--- src/rtl/iface_byte_reader.sv ---
// Reader end of an 8-bit valid/ready data interface: small FIFO, checked pops, idle watchdog FSM.
// Optional odd-parity checking on incoming beats when IFACE_READER_PARITY_EN is defined.
module iface_byte_reader #(
  parameter int WIDTH   = 8,
  parameter int DEPTH   = 4,
  parameter int TIMEOUT = 255
) (
  input  logic                       clk,
  input  logic                       rst,
  input  logic                       if_valid,
  input  logic [WIDTH-1:0]           if_data,
`ifdef IFACE_READER_PARITY_EN
  input  logic                       if_parity,
  output logic                       par_err,
`endif
  output logic                       if_ready,
  input  logic                       rd_en,
  output logic [WIDTH-1:0]           rd_data,
  output logic                       rd_empty,
  output logic [$clog2(DEPTH+1)-1:0] count,
  input  logic [WIDTH-1:0]           exp_data,
  input  logic                       exp_check,
  input  logic                       clr,
  output logic                       err,
  output logic [15:0]                match_cnt,
  output logic [1:0]                 state
);

  localparam int AW = $clog2(DEPTH);
  localparam int PW = AW + 1;
  localparam int CW = $clog2(DEPTH+1);

  typedef enum logic [1:0] {
    IDLE   = 2'd0,
    ACTIVE = 2'd1,
    TMO    = 2'd2
  } st_t;

  logic [WIDTH-1:0] mem [DEPTH];
  logic [PW-1:0]    wr_ptr, rd_ptr;
  logic             full, empty;
  logic             acc, stall, wr, pop;
  st_t              st_q, st_d;
  logic [15:0]      idle_q, idle_d;

  // One extra pointer bit distinguishes full from empty when the indices coincide.
  assign empty    = (wr_ptr == rd_ptr);
  assign full     = (wr_ptr[AW] != rd_ptr[AW]) && (wr_ptr[AW-1:0] == rd_ptr[AW-1:0]);
  assign if_ready = ~full;
  assign rd_empty = empty;
  assign rd_data  = empty ? '0 : mem[rd_ptr[AW-1:0]];
  assign count    = CW'(wr_ptr - rd_ptr);
  assign state    = st_q;

  assign acc   = if_valid & if_ready;
  assign stall = if_valid & ~if_ready;
  assign pop   = rd_en & ~empty;

`ifdef IFACE_READER_PARITY_EN
  logic par_ok;
  assign par_ok = ^{if_data, if_parity};
  assign wr     = acc & par_ok;
`else
  assign wr     = acc;
`endif

  always_ff @(posedge clk) begin
    if (wr) mem[wr_ptr[AW-1:0]] <= if_data;
  end

  always_ff @(posedge clk) begin
    if (rst) begin
      wr_ptr <= '0;
      rd_ptr <= '0;
    end else begin
      if (wr)  wr_ptr <= wr_ptr + 1'b1;
      if (pop) rd_ptr <= rd_ptr + 1'b1;
    end
  end

  always_ff @(posedge clk) begin
    if (rst) begin
      err       <= 1'b0;
      match_cnt <= '0;
    end else if (clr) begin
      err       <= 1'b0;
      match_cnt <= '0;
    end else if (pop && exp_check) begin
      if (rd_data != exp_data)     err       <= 1'b1;
      else if (match_cnt != 16'hFFFF) match_cnt <= match_cnt + 16'd1;
    end
  end

`ifdef IFACE_READER_PARITY_EN
  always_ff @(posedge clk) begin
    if (rst || clr)           par_err <= 1'b0;
    else if (acc && !par_ok)  par_err <= 1'b1;
  end
`endif

  always_ff @(posedge clk) begin
    if (rst) begin
      st_q   <= IDLE;
      idle_q <= '0;
    end else begin
      st_q   <= st_d;
      idle_q <= idle_d;
    end
  end

  // Back-pressured beats are not idle time, so the watchdog holds during a stall.
  always_comb begin
    st_d   = st_q;
    idle_d = idle_q;
    case (st_q)
      IDLE: begin
        if (acc) begin
          st_d   = ACTIVE;
          idle_d = '0;
        end
      end
      ACTIVE: begin
        if (acc)
          idle_d = '0;
        else if (!stall) begin
          if (idle_q == 16'(TIMEOUT-1)) st_d = TMO;
          else                          idle_d = idle_q + 16'd1;
        end
      end
      TMO: begin
        if (acc) begin
          st_d   = ACTIVE;
          idle_d = '0;
        end
      end
      default: st_d = IDLE;
    endcase
    if (clr) begin
      idle_d = '0;
      st_d   = acc ? ACTIVE : IDLE;
    end
  end

endmodule
--- config.mk ---
export PLATFORM = sky130hd
export DESIGN_NAME = iface_byte_reader
export DESIGN_NICKNAME = d
export VERILOG_FILES = /design/src/rtl/iface_byte_reader.sv
export SDC_FILE = /design/constraint.sdc
export NUM_CORES = 1
export LEC_CHECK = 0
export BUFFER_PORTS_ARGS = -buffer_cell sky130_fd_sc_hd__buf_4
export CORE_ASPECT_RATIO = 1.1
export CORE_UTILIZATION = 28
export DETAILED_ROUTE_END_ITERATION = 12
export RECOVER_POWER = 100
export SLEW_MARGIN = 15
export SYNTH_ARGS = -nofsm -noshare
export SYNTH_HDL_FRONTEND = slang
export SYNTH_SLANG_ARGS = --single-unit
--- constraint.sdc ---
create_clock -name clk -period 4.9 [get_ports clk]
set_clock_uncertainty 0.05 [all_clocks]
set_input_delay 0.49 -clock clk [delete_from_list [all_inputs] [get_ports clk]]
set_output_delay 0.49 -clock clk [all_outputs]
set_load 0.03 [all_outputs]
==> results of run 1 <==
==> stage by stage <==
step / power (W) / cell area, sq um / utilization (%)
after floorplan: 0.000983 / 3720 / -
after global placement: 0.00109 / 4200 / 32.9
after detailed placement: 0.00110 / 4200 / 32.9
after CTS: 0.00178 / 4510 / 35.3
after global routing: 0.00179 / 4340 / 34.1
final: 0.00172 / 4340 / 34.1
==> worst max path at each step <==
stage | from | end | cells after the start
4_1_cts | flop | match_cnt[14]$_SDFFE_PP0P_ | 7
3_5_place_dp | flop | match_cnt[14]$_SDFFE_PP0P_ | 7
5_1_grt | wr_ptr[0]$_SDFFE_PP0P_ | match_cnt[14]$_SDFFE_PP0P_ | 9
3_3_place_gp | wr_ptr[0]$_SDFFE_PP0P_ | match_cnt[14]$_SDFFE_PP0P_ | 9
2_1_floorplan | wr_ptr[0]$_SDFFE_PP0P_ | match_cnt[3]$_SDFFE_PP0P_ | 10
6_report | wr_ptr[0]$_SDFFE_PP0P_ | match_cnt[14]$_SDFFE_PP0P_ | 9
==> sequential cells by signal (all words and copies together), names as in the netlist, named ones only <==
signal	count
idle_q	16
wr_ptr	3
err	1
mem	32
rd_ptr	3
match_cnt	16
state	2
==> critical path, delay by kind of cell (launching register included) <==
family / cells / cell delay [ns]
simple gates: 3 / 1.84
compound gates: 3 / 0.50
fa+ha+maj: 1 / 0.37
flops: 1 / 0.40
buf+inv: 2 / 0.32
==> metal layers <==
metal | part of all wire (%) | GRT usage [%] | wire (um) | vias to the layer above
met1 | 43 | 13.9 | 3480 | 1324
met3 | 4.8 | 2.86 | 382 | 10
li1 | - | - | - | 1392
met4 | 1.8 | 5.41 | 143 | 0
met5 | 0 | 0 | 0 | -
met2 | 50 | 21.2 | 4000 | 58
==> kinds of logic after synthesis <==
family          synth area share [%]
flops                           49.0
buf+inv                         4.38
simple gates                    21.4
fa+ha+maj                       3.91
compound gates                  11.4
xor+xnor                        4.95
mux                             4.95
==> layout by cell type, fill, tap and decap left out, types with 5 or more instances in the layout <==
cell type and n:
a21oi_1 19, and2_0 8, and3_1 6, buf_4 17, clkbuf_1 37, clkbuf_16 9
dfxtp_1 43, edfxtp_1 32, ha_1 10, inv_1 11, mux4_2 7, nand2_1 23
nand3_1 16, nand4_1 9, nor2_1 27, nor3_1 6, o21a_1 5, o21ai_0 17
o31ai_1 7, or3_1 12, or4_1 10, xnor2_1 8, xor2_1 13
==> power by group <==
group	leakage (nW)	internal [W]	switching, W
sequential	0.641	0.000676	0.0000233
clock	0.149	0.000404	0.000272
combinational	0.644	0.000123	0.000223
total	1.43	0.00120	0.000518
==> cell type report <==
class	count	area (sq um)
clock buffers	9	225
clock inverters	7	83.8
fillers	1277	8410
inverters	11	41.3
multi-input cells	245	1710
flip-flops and latches	75	1820
well taps	157	196
repair buffers	54	267
==> results.py, run 1 <==
metrics = {
    "die": {
        "die_w_um": 112,
        "start_util_pct": 29.1,
        "die-area_sq_mm": 0.0137,
        "ios": 54,
        "die_y_um": 123,
        "rows": 43,
        "fp.coreArea_sq_mm": 0.0128,
    },
    "synthesis": {
        "syn_avg_cell_area_sq_um": 10.8,
        "yosysWarnings": 0,
        "yosys.area.top_type_share_pct": 25.9,
        "synth_most_common_cell": "dfxtp_1",
        "syn_area_sq_mm": 0.00372,
        "synthTopCellsByArea": "edfxtp_1 (26%), dfxtp_1 (23%), mux4_2 (4.2%)",
        "ys.flop_type": "dfxtp_1",
        "ys_types": 56,
        "synth_common_cells": "dfxtp_1 (43), edfxtp_1 (32), nor2_1 (27)",
        "syn_nets": 378,
        "yosysTopAreaCell": "edfxtp_1",
        "synth_cells": 345,
        "synthArstFlopShare_pct": 0,
        "synth-edff-count": 32,
        "ys_seq_area_share_pct": 49.0,
        "ys_ff_latch": 75,
    },
    "place": {
        "dp.cells": 542,
        "gp_congestion": 0.842,
        "portBuffers": 53,
        "place_ws_ns": 1.73,
        "dp_hpwl_mm": 5.90,
    },
    "worst_setup_path": {
        "reg2reg_depth": 9,
        "path_class": "reg2reg",
        "slowest_stage": "or4_1",
        "arrival_ns": 3.77,
        "rr_startpoint": "wr_ptr[0]$_SDFFE_PP0P_",
        "regToRegSetupSlack_ns": 1.31,
        "path_common_cell": "inv_1",
        "r2r-end": "match_cnt[14]$_SDFFE_PP0P_",
        "cp_slowest_stage_delay_ns": 0.75,
        "end_kind": "flop",
        "path_max_fanout": 23,
        "cp.required_ns": 5.08,
        "start_kind": "flop",
        "crit_chain": "inv_1 -> ha_1 -> nand3_1 -> inv_1 -> o21ai_0 -> a32oi_1 -> nand4bb_1 -> or4_1 -> o211a_1",
    },
    "global_route": {
        "first_global_vias": 2637,
        "grt.overflow.total": 0,
        "grt_max_degree": 24,
        "antenna_found_initial": 0,
        "track_usage_pct": 12.0,
        "grt_pass1_wl_mm": 12.8,
    },
    "cts": {
        "cts_hold_buf": 0,
        "clock_sinks": 75,
        "insertion_delay_ns": 0.34,
        "postCtsSetupRepairBufs": 0,
        "cts_buffer_depth": 2,
        "cts_tree": "built",
        "ctsResizeCount": 0,
        "cts.clk_slew.worst_paths_ns": 0.06,
        "cts_made_buffers": 9,
        "cts_root_buf": "clkbuf_16",
        "cts_max_level": 3,
    },
    "finish": {
        "antenna_cells": 0,
        "final_cells": 558,
        "fin_nets": 429,
        "drive_gt1_share_pct": 12.5,
        "area_growth_pct": 16.9,
    },
    "min_path": {
        "hold_path.class": "in2reg",
        "min_path_cells": 2,
        "worstHoldStart": "rst",
        "hold_end": "wr_ptr[2]$_SDFFE_PP0P_",
    },
    "sta": {
        "maxSlewViolCount": 0,
        "hold_viol_final": 0,
        "setup_viol": 0,
        "rsz0062_at_grt": "no",
        "fmax_mhz": 278,
        "layout_setup_ws_ns": 1.31,
        "finalSetupTns_ns": 0,
        "timing.hold.ws_ns": 0.361,
        "period_needed_ns": 3.59,
        "slew_headroom_pct": 46.0,
        "worstMarginPinSlew_ns": 0.806,
        "fin_crit_sh_pct": 73.3,
    },
    "route": {
        "routed_wirelength_mm": 8.00,
        "drt_iter0_markers": 163,
        "vias": 2784,
        "ant_nets": 0,
        "first_pass_iters": 8,
        "wl_per_cell_um": 14.3,
        "drc": 5,
        "via_per_inst": 4.99,
    },
    "flow_run": {
        "cap_violations": 0,
    },
    "status": {
        "status": "finished with violations",
        "violations": "DRC",
    },
    "pwr": {
        "power.leakage_nw": 1.43,
        "p_per_area_mw_per_mm2": 396,
        "max-vdd-ir-drop_v": 0.000171,
    },
}
No activity file was read; power rests on OpenSTA's default activity.
==> run 2, diff against run 1 <==
clock period = 3.27 ns   (was 4.9 ns; I/O delays follow)
==> results.py, run 2 (synthesized netlist as in run 1, its figures left out) <==
metrics = {
    "status": {
        "status": "finished with violations",
        "violations": "DRC",
    },
    "cts": {
        "postCtsSetupRepairBufs": 0,
        "ctsResizeCount": 0,
        "cts_hold_buf": 0,
        "cts.clk_slew.worst_paths_ns": 0.07,
        "clock_sinks": 75,
        "cts_made_buffers": 9,
        "cts_max_level": 3,
        "cts_tree": "built",
        "cts_root_buf": "clkbuf_16",
        "insertion_delay_ns": 0.34,
        "cts_buffer_depth": 2,
    },
    "global_route": {
        "first_global_vias": 2712,
        "antenna_found_initial": 0,
        "grt_pass1_wl_mm": 13.6,
        "grt_max_degree": 24,
        "track_usage_pct": 12.9,
        "grt.overflow.total": 0,
    },
    "finish": {
        "layout_common_cells": "dfxtp_1 (43), clkbuf_1 (37), edfxtp_1 (32)",
        "largest_reg_flops": 32,
        "fin_nets": 432,
        "area_growth_pct": 17.9,
        "drive_gt1_share_pct": 13.4,
        "multi_input_area_sq_mm": 0.00173,
        "antenna_cells": 0,
        "final_common_cell": "dfxtp_1",
        "fillers": 1269,
        "seq_area_sq_mm": 0.00182,
        "final_cells": 561,
    },
    "place": {
        "dp.cells": 545,
        "portBuffers": 53,
        "place_ws_ns": 0.284,
        "dp_hpwl_mm": 6.26,
        "gp_congestion": 0.810,
    },
    "sta": {
        "slew_headroom_pct": 53.7,
        "fmax_mhz": 334,
        "fin_crit_sh_pct": 91.6,
        "setup_viol": 0,
        "hold_viol_final": 0,
        "layout_setup_ws_ns": 0.275,
        "finalSetupTns_ns": 0,
        "maxSlewViolCount": 0,
        "rsz0062_at_grt": "no",
        "period_needed_ns": 3.00,
        "worstMarginPinSlew_ns": 0.694,
    },
    "min_path": {
        "worstHoldStart": "rst",
        "hold_path.class": "in2reg",
    },
    "pwr": {
        "p_switching_w": 0.000840,
        "max-vdd-ir-drop_v": 0.000317,
        "power_frac_clock_pct": 38.7,
        "comb_power_share_pct": 21.3,
        "switching_share_pct": 32.3,
        "p_per_area_mw_per_mm2": 593,
        "power.leakage_nw": 1.47,
        "p_int_w": 0.00176,
        "seq_power_share_pct": 40.0,
    },
    "die": {
        "rows": 43,
        "die_y_um": 123,
        "start_util_pct": 29.1,
        "die_w_um": 112,
        "ios": 54,
        "die-area_sq_mm": 0.0137,
        "fp.coreArea_sq_mm": 0.0128,
    },
    "worst_setup_path": {
        "cp.required_ns": 3.46,
        "rr_startpoint": "wr_ptr[0]$_SDFFE_PP0P_",
        "end_kind": "flop",
        "crit_start": "wr_ptr[0]$_SDFFE_PP0P_",
        "start_kind": "flop",
        "regToRegSetupSlack_ns": 0.27,
        "path_max_fanout": 23,
        "arrival_ns": 3.18,
        "path_class": "reg2reg",
    },
    "route": {
        "drc": 5,
        "routed_wirelength_mm": 8.42,
        "vias": 2798,
        "wl_per_cell_um": 15.0,
        "ant_nets": 0,
        "first_pass_iters": 8,
        "drt_iter0_markers": 181,
        "via_per_inst": 4.99,
    },
    "flow_run": {
        "cap_violations": 0,
    },
}
[run 2: cell types whose count changed in the layout (fill, tap and decap cells not counted)]
cell        delta
a32oi_1        -1
clkinvlp_4     -1
nand4bb_1      -1
inv_6          -2
nand4bb_4      +1
a32oi_2        +1
and3_1         +1
and3_2         -1
bufinv_16      -1
inv_8          +3
clkinv_8       +1
buf_4          +3
[run 2: layout make-up]
class                   count  area share, %
repair buffers             57           6.59
clock buffers               9           5.14
multi-input cells         245           39.5
clock inverters             7           1.80
inverters                  11          0.942
well taps                 157           4.48
flip-flops and latches     75           41.6
[run 2: critical path, stage by stage, from the launching register on]
cell       delay [ns]
dfxtp_1          0.40
inv_1            0.11
ha_1             0.38
nand3_1          0.33
inv_1            0.16
o21ai_0          0.14
a32oi_2          0.28
nand4bb_4        0.32
or4_1            0.58
o211a_1          0.14
[run 2: worst paths after layout]
kind | endpoint | cells past startpoint
min reg2reg | err$_SDFFE_PP0P_ | 2
max reg2reg | match_cnt[14]$_SDFFE_PP0P_ | 9
min | rd_ptr[2]$_SDFFE_PP0N_ | 2
max | match_cnt[14]$_SDFFE_PP0P_ | 9
[run 2: metal layers]
| metal | part of all wire, % | track usage, % |
|---|---|---|
| met5 | 0 | 0 |
| met4 | 3.1 | 7.43 |
| met3 | 3.6 | 2.67 |
| met2 | 49 | 21.5 |
| met1 | 45 | 15.6 |
[run 2: per-stage QoR]
| stage | total power [W] | utilization, % | area, sq um | hold WS, ns |
|---|---|---|---|---|
| floorplan | 0.00147 | - | 3720 | 0.376 |
| global placement | 0.00165 | 33.1 | 4220 | 0.411 |
| detailed placement | 0.00166 | 33.1 | 4220 | 0.412 |
| CTS | 0.00267 | 35.5 | 4520 | 0.128 |
| global route | 0.00271 | 34.4 | 4380 | 0.197 |
| finish | 0.00260 | 34.4 | 4380 | 0.195 |
[run 2: power by group through the flow]
| stage | logic (W) | clock network [W] | registers (W) |
|---|---|---|---|
| 3_5_place_dp | 0.000600 | 0 | 0.00106 |
| 3_3_place_gp | 0.000594 | 0 | 0.00106 |
| 5_1_grt | 0.000599 | 0.00107 | 0.00104 |
| 2_1_floorplan | 0.000424 | 0 | 0.00105 |
| 6_report | 0.000554 | 0.00101 | 0.00104 |
| 4_1_cts | 0.000603 | 0.00102 | 0.00104 |
==> run 3, diff against run 2 <==
CTS_CLUSTER_SIZE = 10   (was default)
MAX_ROUTING_LAYER = met4   (was default)
REMOVE_ABC_BUFFERS = 1   (was default)
==> results.py, run 3 (synthesized netlist as in run 1, its figures left out) <==
metrics = {
    "min_path": {
        "worstHoldStart": "rst",
        "hold_path.class": "in2reg",
        "hold_end": "wr_ptr[2]$_SDFFE_PP0P_",
        "min_path_cells": 2,
    },
    "sta": {
        "fin_crit_sh_pct": 91.9,
        "worstMarginPinSlew_ns": 0.677,
        "slew_headroom_pct": 54.8,
        "rsz0062_at_grt": "no",
        "period_needed_ns": 3.00,
        "setup_viol": 0,
        "maxSlewViolCount": 0,
        "fmax_mhz": 333,
        "finalSetupTns_ns": 0,
        "hold_viol_final": 0,
        "layout_setup_ws_ns": 0.265,
    },
    "die": {
        "die-area_sq_mm": 0.0137,
        "die_y_um": 123,
        "die_w_um": 112,
        "fp.coreArea_sq_mm": 0.0128,
        "rows": 43,
        "start_util_pct": 29.1,
        "ios": 54,
    },
    "cts": {
        "cts_root_buf": "clkbuf_16",
        "cts_made_buffers": 9,
        "ctsResizeCount": 0,
        "postCtsSetupRepairBufs": 0,
        "cts_hold_buf": 0,
        "cts_max_level": 3,
        "clock_sinks": 75,
        "cts_buffer_depth": 2,
        "cts.clk_slew.worst_paths_ns": 0.07,
        "cts_tree": "built",
        "insertion_delay_ns": 0.34,
    },
    "finish": {
        "fin_nets": 435,
        "area_growth_pct": 18.4,
        "layout_common_cells": "dfxtp_1 (43), clkbuf_1 (39), edfxtp_1 (32)",
        "antenna_cells": 0,
        "final_cells": 564,
        "utilization_pct": 34.5,
        "final_common_cell": "dfxtp_1",
        "stdcell_area_sq_mm": 0.00440,
        "largest_reg_flops": 32,
        "fillers": 1280,
        "drive_gt1_share_pct": 14.0,
    },
    "worst_setup_path": {
        "path_class": "reg2reg",
        "cp.required_ns": 3.45,
        "crit_chain": "buf_4 -> mux4_2 -> xnor2_1 -> nand4_1 -> a32oi_2 -> nand4bb_4 -> or4_1 -> o211a_1",
        "reg2reg_depth": 8,
        "slowest_stage": "or4_1",
        "arrival_ns": 3.18,
        "r2r-end": "match_cnt[14]$_SDFFE_PP0P_",
        "start_kind": "flop",
        "cp_slowest_stage_delay_ns": 0.59,
        "regToRegSetupSlack_ns": 0.27,
        "end_kind": "flop",
        "path_max_fanout": 23,
    },
    "status": {
        "violations": "DRC",
        "status": "finished with violations",
    },
    "place": {
        "dpl_cell_area_sq_mm": 0.00424,
        "place_ws_ns": 0.195,
        "dp_hpwl_mm": 6.06,
        "dp.cells": 548,
        "gp_congestion": 0.791,
        "portBuffers": 53,
    },
    "pwr": {
        "switching_share_pct": 31.7,
        "p_int_w": 0.00175,
        "p_switching_w": 0.000814,
        "comb_power_share_pct": 21.6,
        "power.leakage_nw": 1.47,
        "p_per_area_mw_per_mm2": 583,
        "power_frac_clock_pct": 37.9,
        "max-vdd-ir-drop_v": 0.000333,
        "seq_power_share_pct": 40.5,
    },
    "route": {
        "drt_iter0_markers": 169,
        "wl_per_cell_um": 14.6,
        "first_pass_iters": 8,
        "ant_nets": 0,
        "routed_wirelength_mm": 8.23,
        "vias": 2821,
        "drc": 4,
        "via_per_inst": 5.00,
    },
    "global_route": {
        "track_usage_pct": 13.1,
        "grt_max_degree": 24,
        "first_global_vias": 2797,
        "antenna_found_initial": 0,
        "grt_pass1_wl_mm": 13.5,
        "grt.overflow.total": 0,
    },
    "flow_run": {
        "cap_violations": 0,
    },
}
run 3: how the worst max path moves through the flow:
| stage | cells past startpoint | endpoint |
|---|---|---|
| CTS | 9 | match_cnt[14]$_SDFFE_PP0P_ |
| global route | 8 | match_cnt[14]$_SDFFE_PP0P_ |
| floorplan | 9 | match_cnt[14]$_SDFFE_PP0P_ |
| detailed placement | 9 | match_cnt[14]$_SDFFE_PP0P_ |
| finish | 8 | match_cnt[14]$_SDFFE_PP0P_ |
| global placement | 9 | match_cnt[14]$_SDFFE_PP0P_ |
run 3: worst max-delay path, delay by kind of cell (launching register included):
family | cells | cell delay [ns]
AND/OR/NAND/NOR | 3 | 1.06
multiplexers | 1 | 0.55
buffers and inverters | 1 | 0.21
AO/OA/AOI/OAI | 2 | 0.42
XOR/XNOR | 1 | 0.17
flip-flops | 1 | 0.44
run 3: per-layer routing:
layer  GRT usage (%)  routed length [um]  up-vias
met3            2.37                 270       11
met4            7.01                 183        0
met1            14.7                3630     1363
li1                -                   -     1398
met5               -                   0        -
met2            22.5                4150       49
run 3: metrics by stage:
step / total power [W] / hold slack, ns
floorplan: 0.00144 / 0.346
global route: 0.00267 / 0.213
detailed placement: 0.00166 / 0.405
finish: 0.00256 / 0.197
global placement: 0.00165 / 0.407
CTS: 0.00264 / 0.131
run 3: power groups by stage:
| stage | clock, W | combinational, W | sequential (W) |
|---|---|---|---|
| 6_report | 0.000971 | 0.000555 | 0.00104 |
| 5_1_grt | 0.00103 | 0.000600 | 0.00104 |
| 4_1_cts | 0.000994 | 0.000604 | 0.00104 |
| 3_5_place_dp | 0 | 0.000601 | 0.00106 |
| 3_3_place_gp | 0 | 0.000596 | 0.00106 |
| 2_1_floorplan | 0 | 0.000382 | 0.00106 |
run 3: cell type report:
class,instances,area [sq um],share of cell area [%]
well taps,157,196,4.47
clock buffers,9,225,5.12
flip-flops and latches,75,1820,41.4
multi-input cells,245,1740,39.5
inverters,11,41.3,0.939
clock inverters,7,72.6,1.65
repair buffers,60,304,6.91
